[src/rtl/mcycle_issue.sv]
// Issue/retire sequencer in front of the MCycle multiply/divide unit.
// Optional macro MCYCLE_DIV0_BYPASS_EN: divide-by-zero retires directly without starting MCycle.
module mcycle_issue #(
    parameter int WIDTH = 32,
    parameter int TAG_W = 4,
    parameter int LAT_W = 8
) (
    input  logic             CLK,
    input  logic             RESET,
    input  logic             ReqValid,
    output logic             ReqReady,
    input  logic [1:0]       ReqOp,
    input  logic [WIDTH-1:0] ReqA,
    input  logic [WIDTH-1:0] ReqB,
    input  logic [TAG_W-1:0] ReqTag,
    output logic             MC_Start,
    output logic [1:0]       MC_Op,
    output logic [WIDTH-1:0] MC_Operand1,
    output logic [WIDTH-1:0] MC_Operand2,
    input  logic [WIDTH-1:0] MC_Result1,
    input  logic [WIDTH-1:0] MC_Result2,
    input  logic             MC_Busy,
    output logic             RspValid,
    input  logic             RspReady,
    output logic [WIDTH-1:0] RspLo,
    output logic [WIDTH-1:0] RspHi,
    output logic [TAG_W-1:0] RspTag,
    output logic [LAT_W-1:0] RspCycles,
    output logic             Busy
);

    typedef enum logic [1:0] {
        IDLE,
        ISSUE,
        WAITING,
        DONE
    } state_t;

    state_t state, state_next;

    logic [1:0]       op_q;
    logic [WIDTH-1:0] a_q;
    logic [WIDTH-1:0] b_q;
    logic [TAG_W-1:0] tag_q;
    logic [LAT_W-1:0] cnt;
    logic [LAT_W-1:0] cnt_inc;
    logic [WIDTH-1:0] rsp_lo;
    logic [WIDTH-1:0] rsp_hi;
    logic [TAG_W-1:0] rsp_tag;
    logic [LAT_W-1:0] rsp_cycles;
    logic             accept;
    logic             div0;

    assign accept  = ReqValid && (state == IDLE);
    assign cnt_inc = (cnt == {LAT_W{1'b1}}) ? cnt : cnt + 1'b1;

`ifdef MCYCLE_DIV0_BYPASS_EN
    assign div0 = ReqOp[1] && (ReqB == '0);
`else
    assign div0 = 1'b0;
`endif

    always_ff @(posedge CLK or posedge RESET) begin
        if (RESET) begin
            state <= IDLE;
        end else begin
            state <= state_next;
        end
    end

    always_comb begin
        state_next = state;
        ReqReady   = 1'b0;
        MC_Start   = 1'b0;
        RspValid   = 1'b0;
        Busy       = 1'b1;
        case (state)
            IDLE: begin
                ReqReady = 1'b1;
                Busy     = 1'b0;
                if (accept) begin
                    state_next = div0 ? DONE : ISSUE;
                end
            end
            ISSUE: begin
                MC_Start = 1'b1;
                if (MC_Busy) begin
                    state_next = WAITING;
                end
            end
            WAITING: begin
                if (!MC_Busy) begin
                    state_next = DONE;
                end
            end
            DONE: begin
                RspValid = 1'b1;
                if (RspReady) begin
                    state_next = IDLE;
                end
            end
            default: state_next = IDLE;
        endcase
    end

    // Request latches feed MCycle directly; they only change on acceptance, so the
    // operands stay put for the whole operation. The response registers hold until
    // the next capture, which keeps them stable under back-pressure in DONE.
    always_ff @(posedge CLK or posedge RESET) begin
        if (RESET) begin
            op_q       <= '0;
            a_q        <= '0;
            b_q        <= '0;
            tag_q      <= '0;
            cnt        <= '0;
            rsp_lo     <= '0;
            rsp_hi     <= '0;
            rsp_tag    <= '0;
            rsp_cycles <= '0;
        end else begin
            case (state)
                IDLE: begin
                    if (accept) begin
                        op_q  <= ReqOp;
                        a_q   <= ReqA;
                        b_q   <= ReqB;
                        tag_q <= ReqTag;
                        cnt   <= '0;
                        if (div0) begin
                            rsp_lo     <= '1;
                            rsp_hi     <= ReqA;
                            rsp_tag    <= ReqTag;
                            rsp_cycles <= '0;
                        end
                    end
                end
                ISSUE: begin
                    cnt <= cnt_inc;
                end
                WAITING: begin
                    cnt <= cnt_inc;
                    if (!MC_Busy) begin
                        rsp_lo     <= MC_Result1;
                        rsp_hi     <= MC_Result2;
                        rsp_tag    <= tag_q;
                        rsp_cycles <= cnt_inc;
                    end
                end
                default: ;
            endcase
        end
    end

    assign MC_Op       = op_q;
    assign MC_Operand1 = a_q;
    assign MC_Operand2 = b_q;
    assign RspLo       = rsp_lo;
    assign RspHi       = rsp_hi;
    assign RspTag      = rsp_tag;
    assign RspCycles   = rsp_cycles;

endmodule

[config.mk]
export PLATFORM = sky130hd
export DESIGN_NAME = mcycle_issue
export DESIGN_NICKNAME = d
export VERILOG_FILES = /design/src/rtl/mcycle_issue.sv
export SDC_FILE = /design/constraint.sdc
export NUM_CORES = 1
export LEC_CHECK = 0
export ABC_AREA = 0
export BUFFER_PORTS_ARGS = -buffer_cell sky130_fd_sc_hd__buf_2
export CORE_UTILIZATION = 51
export DETAILED_ROUTE_END_ITERATION = 10
export PLACE_DENSITY_LB_ADDON = 0.05
export SYNTH_ARGS = -nofsm -noshare
export SYNTH_HDL_FRONTEND = slang
export SYNTH_SLANG_ARGS = --single-unit
[constraint.sdc]
create_clock -name CLK -period 8.3 [get_ports CLK]
set_input_delay 0 -clock CLK [delete_from_list [all_inputs] [get_ports CLK]]
set_output_delay 0 -clock CLK [all_outputs]
set_load 0.01 [all_outputs]
# Word level (Yosys, flattened, before mapping)

Cells that the tools add are included.

Multiplexer cells: 12
$add $sub $neg: 1
Reductions and logical operators: 8
Bitwise operators: 1
Equal/unequal tests: 8

Operators by type and width:

| kind                                           | count |
|---|---|
| 2-to-1 mux 8 bit                               | 2 |
| case mux 8 bit (2 select lines)                | 1 |
| adder 8 x 1 -> 8 bit (second input constant)   | 1 |
| == test 8 bit (second input constant)          | 1 |
| 2-to-1 mux 2 bit                               | 4 |
| inequality test 2 bit (second input constant)  | 4 |
| case mux 2 bit (4 select lines)                | 1 |
| AND reduction 2 bit                            | 3 |
| == test 2 bit (second input constant)          | 2 |
| 2-to-1 mux 1 bit                               | 4 |
| AND reduction 4 bit                            | 1 |
| == test 2 x 1 -> 1 bit (second input constant) | 1 |
| logical NOT 2 bit                              | 1 |
| nonzero test 2 bit                             | 1 |
| OR reduction 2 bit                             | 1 |
| logical AND 1 bit                              | 1 |
| inverter 1 bit                                 | 1 |

Logic and storage cells: 40
Input bits: 139
Output and inout port bits: 146
Flip-flop bits (word level): 156

# Logic depth before layout (Yosys ltp)

Gate-level depths: netlist of the first run.

Word-level depth: 4
Depth in mapped cells: 8
Gate-level depth less buffers: 5

# Worst setup path before layout of the first run

OpenSTA, ideal clock, no wires.

Path type: register -> register
Start: reg state[0]
End: reg b_q[10], in the netlist MC_Operand2[10]
Library setup time: 125 ps
Data required time: 8175 ps
Arrival time: 1479 ps
Slack: 6696 ps
Stages on the path, launching flop included: 7
Buffers on the path: 2
Clock period less this slack: 1604 ps
Cell sequence: dfrtp_1 inv_1 ha_1 nand2_2 buf_6 buf_6 mux2_4

Cells in the longest elaborated chain, start to end: 3

Ends and longest elaborated chain:

| what                              | RTL line | RTL |
|---|---|---|
| start, declared                   | 39       | `state_t state, state_next;` |
| start signal, assigned            | 67       | `state <= state_next;` |
| logical NOT 2 bit (*)             | 54, 121  |  |
| logical AND 1 bit                 | 54       | `assign accept = ReqValid && (state == IDLE);` |
| AND reduction 2 bit (no line) (*) | --       |  |
| end signal, assigned              | 126      | `b_q <= ReqB;` |
| end, declared                     | 43       | `logic [WIDTH-1:0] b_q;` |

Every way passes the cells marked *; elsewhere a longest branch is shown, timed or not.
A chain may end at the register's enable or synchronous reset.

# Worst setup path after layout of the first run

Start: reg state[0]
End: reg rsp_cycles[3], in the netlist RspCycles[3]

Cells in the longest elaborated chain, start to end: 2

Ends and longest elaborated chain:

| what                          | RTL line | RTL |
|---|---|---|
| == test 2 bit                 | 121      | `case (state)` |
| AND reduction 2 bit (no line) | --       |  |
| end signal, assigned          | 146      | `rsp_cycles <= cnt_inc;` |
| end, declared                 | 50       | `logic [LAT_W-1:0] rsp_cycles;` |

No other way between the ends.

==> flow_metrics.env, run 1 <==
export IMPL_cts_root_buf="clkbuf_16"
export IMPL_grt_max_degree=104
export IMPL_wirelength_mm=21.05
export IMPL_cp_start_kind="flop"
export IMPL_die_h_microns=114.5
export IMPL_drive_gt1_share_pct=40.02
export IMPL_diodes=0
export IMPL_grt_overflow=0
export IMPL_required_ns=8.63
export IMPL_postRouteAntennaNets=0
export IMPL_min_path_type="in -> reg"
export IMPL_firstDrtPassIters=5
export IMPL_cts_made_buffers=17
export IMPL_seqPwrFrac_pct=37.8
export IMPL_comb_power_share_pct=40.8
export IMPL_finalSetupTns_ns=0
export IMPL_cp_max_fo=40
export IMPL_drtIter0Drc=355
export IMPL_cts_path_max_buffers=2
export IMPL_grt_pass1_vias=6171
export IMPL_antenna_found_initial=0
export IMPL_start_util_pct=53.09
export IMPL_worst_pin_slew_ns=1.222
export IMPL_yosysUniqueCellTypes=41
export IMPL_drc_errors=0
export IMPL_syn_area_sq_um=6456
export IMPL_insertion_delay_ns=0.42
export IMPL_vias=5885
export IMPL_die_area_sq_um=13110
export IMPL_clock_skew_ns=0.006257
export IMPL_finalSetupViolCount=0
export IMPL_fill_cells=713
export IMPL_syn_nets=711
export IMPL_rows=40
export IMPL_p_leak_nw=5.235
export IMPL_switchingPower_mw=1.291
export IMPL_yosysWarnings=0
export IMPL_finalMaxSlewViolations=0
export IMPL_arrival_ns=2.70
export IMPL_portBuffers=284
export IMPL_rsz0062_at_grt="false"
export IMPL_wl_per_cell_microns=18.23
export IMPL_cts_tree="built"
export IMPL_layout_worst_path_cycle_share_pct=28.56
export IMPL_max_slew_margin_pct=18.52
export IMPL_p_total_mw=3.525
export IMPL_cts_reportedPaths_clkPinSlew_ns=0.06
export IMPL_critPathKind="reg -> reg"
export IMPL_yosysSeqAreaShare_pct=60.47
export IMPL_fin_area_sq_um=9851
export IMPL_place_congestion=0.8202
export IMPL_viasPerCell=5.095
export IMPL_layout_nets=1118
export IMPL_stdcell_count=1155
export IMPL_dieWidth_microns=114.5
export IMPL_power_density_nw_per_um2=357.8
export IMPL_dp_slack_ns=5.961
export IMPL_syn_inst=567
export IMPL_grt_pass1_wl_mm=32.11
export IMPL_htreeDepth=4
export IMPL_cts_resized=0
export IMPL_vdd_drop_max_mv=0.3774
export IMPL_period_needed_ns=2.370
export IMPL_placed_cell_area_sq_um=7913
export IMPL_p_int_mw=2.234
export IMPL_cp_end_kind="flop"
export IMPL_grtUsageTotal_pct=32.83
export IMPL_switching_share_pct=36.62
export IMPL_hold_violations=0
export IMPL_cts_sinks=156
export IMPL_dp_hpwl_mm=11.91
export IMPL_syn_area_per_cell_sq_um=11.39
export IMPL_fin_ws_ns=5.930
export IMPL_run_status="completed"
export IMPL_dp_cells=987
export IMPL_core_sq_um=12160
export IMPL_clkPwrFrac_pct=21.4
export IMPL_max_freq_mhz=421.9
export IMPL_area_delta_synth_final_pct=52.58
export IMPL_ys_ff_latch=156
export IMPL_pin_count=285
export IMPL_maxCapViolCount=0
state kept, by name (all words and copies together), names as in the netlist:
name	flops
MC_Op	2
MC_Operand1	32
MC_Operand2	32
RspCycles	8
RspHi	32
RspLo	32
RspTag	4
cnt	8
state	2
tag_q	4
final cells by class:
class,count,area (sq um),area share (%)
flip-flops and latches,156,3904,39.63
well taps,168,210.2,2.134
clock buffers,26,519.2,5.271
clock inverters,6,57.56,0.5843
inverters,7,31.28,0.3175
repair buffers,423,2805,28.48
multi-input cells,369,2323,23.59
cells by family (layout without fill, tap and decap cells):
group,after synthesis,in the layout,synth area share [%]
muxes,72,72,14.50
DFF,156,156,60.47
buffers and inverters,42,462,3.779
and+or+nand+nor,253,253,16.30
AOI/OAI and AO/OA,39,39,3.992
adders and majority gates,5,5,0.9690
cell usage in the layout (no fill, tap or decap), types with 4 or more instances in the layout:
cell type	instances
ha_1	5
dfrtp_1	156
o21ai_0	7
nand4_1	5
o31ai_1	4
mux2_2	36
clkbuf_8	6
a31oi_1	5
nand2_1	216
nand3_1	6
clkbuf_16	17
a21oi_1	14
inv_1	6
mux2_4	34
dlygate4sd3_1	136
clkinv_2	4
buf_2	284
cells in the mapped netlist (all sizes together):
master,n,area (sq um)
nor2,2,7.510
o2111ai,1,8.760
o31ai,4,30.03
nand2b,4,25.02
a211oi,3,27.52
nor2b,1,6.260
ha,5,62.56
nor3,3,15.01
and2b,1,7.510
o31a,1,8.760
inv,7,26.28
nor4bb,1,10.01
nand3b,1,7.510
o211ai,1,7.510
nand3,6,30.03
a31oi,5,31.28
buf,21,163.9
and4,4,37.54
a21oi,14,70.07
nand4,5,31.28
a311oi,2,23.77
nor4b,1,8.760
a2111oi,1,15.01
and3,4,30.03
clkbuf,14,53.80
and2,2,12.51
nor4,1,6.260
o21ai,7,35.03
mux2,70,915.9
nand2,217,817.0
mux2i,2,20.02
dfrtp,156,3904
stage by stage:
stage	utilization (%)	hold WS [ns]
finish	81.00	0.05937
detailed placement	65.06	0.1921
floorplan	-	0.1054
global route	81.00	0.05281
CTS	81.00	0.03608
global placement	65.06	0.1895
final timing paths:
check	slack, ns	cells past startpoint	to	start
setup reg to reg	5.93	6	RspCycles[3]	state[0]
hold / removal	0.06	4	RspLo[10]	MC_Busy
hold reg to reg	0.47	2	RspTag[2]	RspTag[2]
max in group asynchronous	6.69	4	MC_Operand1[21]	RESET
min in group asynchronous	0.39	3	MC_Operand2[17]	RESET
setup / recovery	5.93	6	RspCycles[3]	state[0]
critical path, stage by stage, from the launching register on:
cell,delay [ns]
dfrtp_1,0.40
inv_1,0.12
ha_1,0.25
nor2b_4,0.67
buf_4,0.49
o21ai_0,0.14
o21ai_0,0.19
power groups by stage:
stage	Sequential [mW]	Combinational (mW)	Clock, mW
2_1_floorplan	1.46	0.658	0
3_3_place_gp	1.29	1.30	0
3_5_place_dp	1.31	1.34	0
4_1_cts	1.30	1.40	0.757
5_1_grt	1.37	1.55	0.790
6_report	1.33	1.44	0.754
per-layer routing:
metal | vias up | share of wire (%) | GRT usage (%)
met5 | - | 0 | 0
met4 | 0 | 5.0 | 18.79
met3 | 73 | 6.8 | 9.317
met2 | 268 | 52 | 57.49
met1 | 2874 | 36 | 35.66
li1 | 2670 | - | -
timing repair:
item	in CTS	in global routing
buffers inserted	0	0
hold buffers	136	0
endpoints found under the hold margin	237	0
No activity file was read; power rests on OpenSTA's default activity.
==> run 2, diff against run 1 <==
--- a/config.mk
+++ b/config.mk
@@ -7,7 +7,7 @@
 export LEC_CHECK = 0
 export ABC_AREA = 0
 export BUFFER_PORTS_ARGS = -buffer_cell sky130_fd_sc_hd__buf_2
-export CORE_UTILIZATION = 51
+export CORE_UTILIZATION = 43
 export DETAILED_ROUTE_END_ITERATION = 10
 export PLACE_DENSITY_LB_ADDON = 0.05
 export SYNTH_ARGS = -nofsm -noshare
==> constraint.sdc (replaced) <==
create_clock -name CLK -period 2 [get_ports CLK]
set_input_delay 0 -clock CLK [delete_from_list [all_inputs] [get_ports CLK]]
set_output_delay 0 -clock CLK [all_outputs]
set_load 0.01 [all_outputs]
==> flow_metrics.env, run 2 (synthesis results as in run 1) <==
export IMPL_run_status="completed"
export IMPL_cts_tree="built"
export IMPL_finalSetupTns_ns=0
export IMPL_grt_overflow=0
export IMPL_diodes=0
export IMPL_power_density_nw_per_um2=1445
export IMPL_wirelength_mm=18.66
export IMPL_cp_end_kind="flop"
export IMPL_cp_common_cell="nand2_1"
export IMPL_pin_count=285
export IMPL_grt_max_degree=90
export IMPL_cpPeakStageDelay_ns=0.55
export IMPL_drive_gt1_share_pct=40.44
export IMPL_core_sq_um=14590
export IMPL_layout_worst_path_cycle_share_pct=86.76
export IMPL_cp_max_fo=6
export IMPL_drtIter0Drc=283
export IMPL_stdcell_count=1183
export IMPL_die_h_microns=124.5
export IMPL_dp_hpwl_mm=12.08
export IMPL_max_freq_mhz=576.3
export IMPL_finalSetupViolCount=0
export IMPL_place_congestion=0.8278
export IMPL_max_slew_margin_pct=60.60
export IMPL_drc_errors=0
export IMPL_fin_area_sq_um=10080
export IMPL_min_path_type="in -> reg"
export IMPL_cts_path_max_buffers=2
export IMPL_rows=44
export IMPL_period_needed_ns=1.735
export IMPL_vias=5736
export IMPL_cp_start_kind="flop"
export IMPL_dieWidth_microns=124.5
export IMPL_multi_input_area_sq_um=2323
export IMPL_worst_pin_slew_ns=0.5855
export IMPL_maxCapViolCount=0
export IMPL_p_leak_nw=5.320
export IMPL_htreeDepth=4
export IMPL_grt_pass1_wl_mm=30.68
export IMPL_grt_pass1_vias=6114
export IMPL_fill_cells=1084
export IMPL_placed_cell_area_sq_um=8092
export IMPL_required_ns=2.35
export IMPL_seqCellArea_sq_um=3904
export IMPL_finalMaxSlewViolations=0
export IMPL_layout_common_cells="buf_2 (284), nand2_1 (216), dfrtp_1 (156)"
export IMPL_hold_violations=0
export IMPL_crit_chain="inv_1, ha_1, nor2b_4, nand2_1, dlygate4sd3_1, nand2_1"
export IMPL_critical_path_slowest_cell="dlygate4sd3_1"
export IMPL_vdd_drop_max_mv=0.6938
export IMPL_grtUsageTotal_pct=25.12
export IMPL_antenna_found_initial=0
export IMPL_cts_reportedPaths_clkPinSlew_ns=0.06
export IMPL_die_area_sq_um=15510
export IMPL_firstDrtPassIters=5
export IMPL_arrival_ns=2.09
export IMPL_dp_cells=1011
export IMPL_area_delta_synth_final_pct=56.09
export IMPL_wl_per_cell_microns=15.78
export IMPL_cts_made_buffers=17
export IMPL_portBuffers=284
export IMPL_clock_skew_ns=0.008751
export IMPL_layout_commonest_cell="buf_2"
export IMPL_cts_resized=0
export IMPL_critPathKind="reg -> reg"
export IMPL_cts_root_buf="clkbuf_16"
export IMPL_layout_nets=1131
export IMPL_postRouteAntennaNets=0
export IMPL_viasPerCell=4.849
export IMPL_rsz0062_at_grt="false"
export IMPL_cts_sinks=156
export IMPL_insertion_delay_ns=0.41
export IMPL_start_util_pct=44.25
==> run 2: report_power, final <==
| part | total (mW) | internal (mW) | switching (mW) |
|---|---|---|---|
| Sequential | 5.43 | 4.63 | 0.798 |
| Clock | 3.16 | 1.96 | 1.21 |
| Combinational | 5.97 | 2.89 | 3.08 |
| Total | 14.6 | 9.47 | 5.09 |
==> run 2: area by class of cell <==
cell class / instances / area share (%)
flip-flops and latches: 156 / 38.74
repair buffers: 436 / 29.87
multi-input cells: 369 / 23.06
clock buffers: 24 / 4.880
well taps: 184 / 2.285
clock inverters: 7 / 0.8691
inverters: 7 / 0.2980
==> run 2: worst paths after layout <==
| check | depth (start not counted) | from | slack (ns) | end |
|---|---|---|---|---|
| setup reg to reg | 6 | state[0] | 0.26 | RspHi[20] |
| max in group asynchronous | 4 | RESET | 1.27 | cnt[0] |
| setup / recovery | 6 | state[0] | 0.26 | RspHi[20] |
| min in group asynchronous | 4 | RESET | 0.31 | RspLo[27] |
| hold reg to reg | 2 | tag_q[3] | 0.46 | RspTag[3] |
| hold / removal | 4 | ReqValid | 0.03 | cnt[0] |
==> run 2: per-layer routing <==
metal	wire length, microns	track usage [%]	vias up
met5	0	0	-
met4	567	10.91	0
met3	1107	6.186	45
met2	9542	44.20	230
met1	7446	28.86	2761
li1	-	-	2700
==> run 2: what timing repair did <==
item                                   4_1_cts  5_1_grt
endpoints found under the hold margin      291        0
hold buffers                               139        0
setup endpoints to repair                    0        3
buffers inserted                             0        2
==> run 2: worst max-delay path: cells and delay by family (launching register included) <==
family | cells | cell delay [ns]
buffers and inverters | 2 | 0.66
AND/OR/NAND/NOR | 3 | 0.39
adder cells (fa/ha/maj) | 1 | 0.23
flip-flops | 1 | 0.40
==> run 2: metrics by stage <==
| stage | power, mW | hold slack, ns | util [%] | setup slack, ns |
|---|---|---|---|---|
| 2_1_floorplan | 8.778 | 0.1054 | - | 0.02711 |
| 3_3_place_gp | 10.97 | 0.1679 | 55.46 | 0.3589 |
| 3_5_place_dp | 11.14 | 0.1790 | 55.46 | 0.2733 |
| 4_1_cts | 14.57 | 0.02640 | 68.97 | 0.03908 |
| 5_1_grt | 15.46 | 0.05850 | 69.07 | 0.1637 |
| 6_report | 14.56 | 0.03295 | 69.07 | 0.2647 |
==> run 3, diff against run 2 <==
--- a/config.mk
+++ b/config.mk
@@ -6,9 +6,9 @@
 export NUM_CORES = 1
 export LEC_CHECK = 0
 export ABC_AREA = 0
-export BUFFER_PORTS_ARGS = -buffer_cell sky130_fd_sc_hd__buf_2
-export CORE_UTILIZATION = 43
+export CORE_UTILIZATION = 55
 export DETAILED_ROUTE_END_ITERATION = 10
+export DONT_BUFFER_PORTS = 1
 export PLACE_DENSITY_LB_ADDON = 0.05
 export SYNTH_ARGS = -nofsm -noshare
 export SYNTH_HDL_FRONTEND = slang
==> flow_metrics.env, run 3 <==
export IMPL_synth_common_cells="nand2_1 (216), dfrtp_1 (156), mux2_2 (36)"
export IMPL_cts_path_max_buffers=2
export IMPL_pin_count=285
export IMPL_ys_async_sr_fraction_pct=100.0
export IMPL_ys_ff_latch=156
export IMPL_cts_root_buf="clkbuf_16"
export IMPL_syn_inst=567
export IMPL_stop_error="[ERROR RSZ-0060] Max buffer count reached."
export IMPL_post_cts_buffers=0
export IMPL_die_h_microns=110.3
export IMPL_htreeDepth=4
export IMPL_cts_made_buffers=17
export IMPL_cts_sinks=156
export IMPL_dieWidth_microns=110.3
export IMPL_lastStage="4_1_cts"
export IMPL_synth_edf_count=0
export IMPL_synth_top_cell_by_area="dfrtp_1"
export IMPL_start_util_pct=56.54
export IMPL_yosysUniqueCellTypes=41
export IMPL_yosysTopAreaCellShare_pct=60.47
export IMPL_cts_resized=0
export IMPL_place_congestion=0.8059
export IMPL_yosysWarnings=0
export IMPL_ctsHoldBuffers=145
export IMPL_yosysSeqAreaShare_pct=60.47
export IMPL_portBuffers=0
export IMPL_syn_nets=711
export IMPL_netlist_top_cells_area="dfrtp_1 (60%), nand2_1 (13%), mux2_4 (7.9%)"
export IMPL_syn_area_sq_um=6456
export IMPL_dp_hpwl_mm=10.53
export IMPL_syn_area_per_cell_sq_um=11.39
export IMPL_ys_flop_type="dfrtp_1"
export IMPL_yosysMostFrequentCell="nand2_1"
export IMPL_run_status="aborted with a tool error"
export IMPL_rows=39
export IMPL_placed_cell_area_sq_um=6576
export IMPL_dp_cells=687
-- run 3: cell counts after synthesis --
No cell type changed its count.
-- run 3: through the flow --
stage / worst slack [ns] / hold slack, ns
detailed placement: 0.3032 / 0.05515
global placement: 0.3727 / 0.04364
floorplan: 0.02711 / 0.1054
-- run 3: cell families after synthesis --
| family | synth area share (%) |
|---|---|
| AND/OR/NAND/NOR | 16.30 |
| flip-flops | 60.47 |
| multiplexers | 14.50 |
| buffers and inverters | 3.779 |
| AO/OA/AOI/OAI | 3.992 |
| adder cells (fa/ha/maj) | 0.9690 |
==> run 4, diff against run 3 <==
--- a/config.mk
+++ b/config.mk
@@ -6,10 +6,10 @@
 export NUM_CORES = 1
 export LEC_CHECK = 0
 export ABC_AREA = 0
-export CORE_UTILIZATION = 55
+export CORE_UTILIZATION = 40
 export DETAILED_ROUTE_END_ITERATION = 10
 export DONT_BUFFER_PORTS = 1
-export PLACE_DENSITY_LB_ADDON = 0.05
+export PLACE_DENSITY_LB_ADDON = 0.15
 export SYNTH_ARGS = -nofsm -noshare
 export SYNTH_HDL_FRONTEND = slang
 export SYNTH_SLANG_ARGS = --single-unit
==> constraint.sdc (replaced) <==
create_clock -name CLK -period 2.6 [get_ports CLK]
set_input_delay 0 -clock CLK [delete_from_list [all_inputs] [get_ports CLK]]
set_output_delay 0 -clock CLK [all_outputs]
set_load 0.01 [all_outputs]
==> flow_metrics.env, run 4 (synthesis results as in run 1) <==
export IMPL_run_status="completed"
export IMPL_crit_chain="inv_1, ha_1, nand2b_1, nand4_1, dlygate4sd3_1, mux2i_1"
export IMPL_dp_hpwl_mm=10.33
export IMPL_max_freq_mhz=443.6
export IMPL_layout_nets=841
export IMPL_cts_tree="built"
export IMPL_cpPeakStageDelay_ns=0.61
export IMPL_max_slew_margin_pct=59.98
export IMPL_viasPerCell=4.951
export IMPL_diodes=0
export IMPL_antenna_found_initial=0
export IMPL_min_path_type="in -> reg"
export IMPL_fill_cells=1338
export IMPL_vias=4580
export IMPL_period_needed_ns=2.254
export IMPL_grt_pass1_vias=4747
export IMPL_ctsHoldBuffers=139
export IMPL_postRouteAntennaNets=0
export IMPL_dp_slack_ns=0.6470
export IMPL_layout_worst_path_cycle_share_pct=86.70
export IMPL_core_sq_um=15830
export IMPL_drc_errors=0
export IMPL_cts_reportedPaths_clkPinSlew_ns=0.06
export IMPL_cts_resized=0
export IMPL_worst_pin_slew_ns=0.6003
export IMPL_rows=46
export IMPL_finalSetupTns_ns=0
export IMPL_place_congestion=0.7950
export IMPL_seqCellArea_sq_um=3904
export IMPL_dieWidth_microns=129.0
export IMPL_area_delta_synth_final_pct=33.57
export IMPL_maxCapViolCount=0
export IMPL_multi_input_area_sq_um=2323
export IMPL_cp_start_kind="flop"
export IMPL_post_cts_buffers=0
export IMPL_grtUsageTotal_pct=19.59
export IMPL_cts_sinks=156
export IMPL_arrival_ns=2.60
export IMPL_wirelength_mm=16.35
export IMPL_finalMaxSlewViolations=0
export IMPL_cts_path_max_buffers=2
export IMPL_start_util_pct=40.79
export IMPL_critical_path_slowest_cell="dlygate4sd3_1"
export IMPL_drtIter0Drc=260
export IMPL_clock_skew_ns=0.008139
export IMPL_wl_per_cell_microns=17.68
export IMPL_insertion_delay_ns=0.42
export IMPL_layout_commonest_cell="nand2_1"
export IMPL_grt_overflow=0
export IMPL_htreeDepth=4
export IMPL_hold_violations=0
export IMPL_die_area_sq_um=16650
export IMPL_pin_count=285
export IMPL_power_density_nw_per_um2=1181
export IMPL_grt_max_degree=91
export IMPL_p_leak_nw=4.113
export IMPL_die_h_microns=129.0
export IMPL_cts_root_buf="clkbuf_16"
export IMPL_firstDrtPassIters=4
export IMPL_grt_pass1_wl_mm=24.67
export IMPL_rsz0062_at_grt="false"
export IMPL_finalSetupViolCount=0
export IMPL_cp_max_fo=8
export IMPL_layout_common_cells="nand2_1 (216), dfrtp_1 (156), dlygate4sd3_1 (139)"
export IMPL_vdd_drop_max_mv=0.6015
export IMPL_cts_made_buffers=17
export IMPL_stdcell_count=925
export IMPL_portBuffers=0
export IMPL_required_ns=2.94
export IMPL_dp_cells=755
export IMPL_fin_ws_ns=0.3459
export IMPL_critPathKind="reg -> reg"
export IMPL_cp_end_kind="flop"
export IMPL_drive_gt1_share_pct=16.50
## run 4: through the flow
stage / instance area [sq um] / hold slack (ns) / utilization [%] / power, mW
6_report: 8623 / 0.02246 / 54.48 / 10.18
5_1_grt: 8623 / 0.02270 / 54.48 / 10.76
4_1_cts: 8623 / 0.0001123 / 54.48 / 10.24
3_5_place_dp: 6618 / 0.04648 / 41.81 / 7.444
3_3_place_gp: 6618 / 0.03931 / 41.81 / 7.326
2_1_floorplan: 6460 / 0.1054 / - / 6.753
## run 4: path summary, 6_finish.rpt
check / start / endpoint / slack [ns] / depth (start not counted)
worst max-delay path: state[0] / state[1] / 0.35 / 6
worst min register to register: tag_q[3] / RspTag[3] / 0.47 / 2
worst min-delay path: MC_Busy / RspHi[18] / 0.02 / 4
max in group asynchronous: RESET / RspHi[8] / 1.96 / 3
min in group asynchronous: RESET / RspTag[3] / 0.22 / 3
worst max register to register: state[0] / state[1] / 0.35 / 6
## run 4: worst max-delay path, delay by kind of cell (launching register included)
family / cells / cell delay, ns
AND/OR/NAND/NOR: 2 / 0.45
flip-flops: 1 / 0.40
buffers and inverters: 2 / 0.73
adder cells (fa/ha/maj): 1 / 0.40
multiplexers: 1 / 0.20
## run 4: area by class of cell
class / instances / share of cell area [%]
sequential: 156 / 45.27
clock buffer: 19 / 5.252
tap: 216 / 3.134
timing repair buffer: 146 / 17.18
inverter: 7 / 0.3482
clock inverter: 12 / 1.872
multi-input combinational: 369 / 26.94
## run 4: power by group
part	internal, mW	switching, mW	total (mW)
clock network	1.57	0.997	2.56
logic	1.35	1.29	2.65
registers	3.56	1.41	4.97
## run 4: routing by layer
layer	vias to the layer above	wire (microns)	GRT usage [%]
met2	201	8142	33.51
met4	0	362	8.651
met5	-	0	0
met3	26	1292	6.358
met1	2228	6555	22.48
li1	2125	-	-
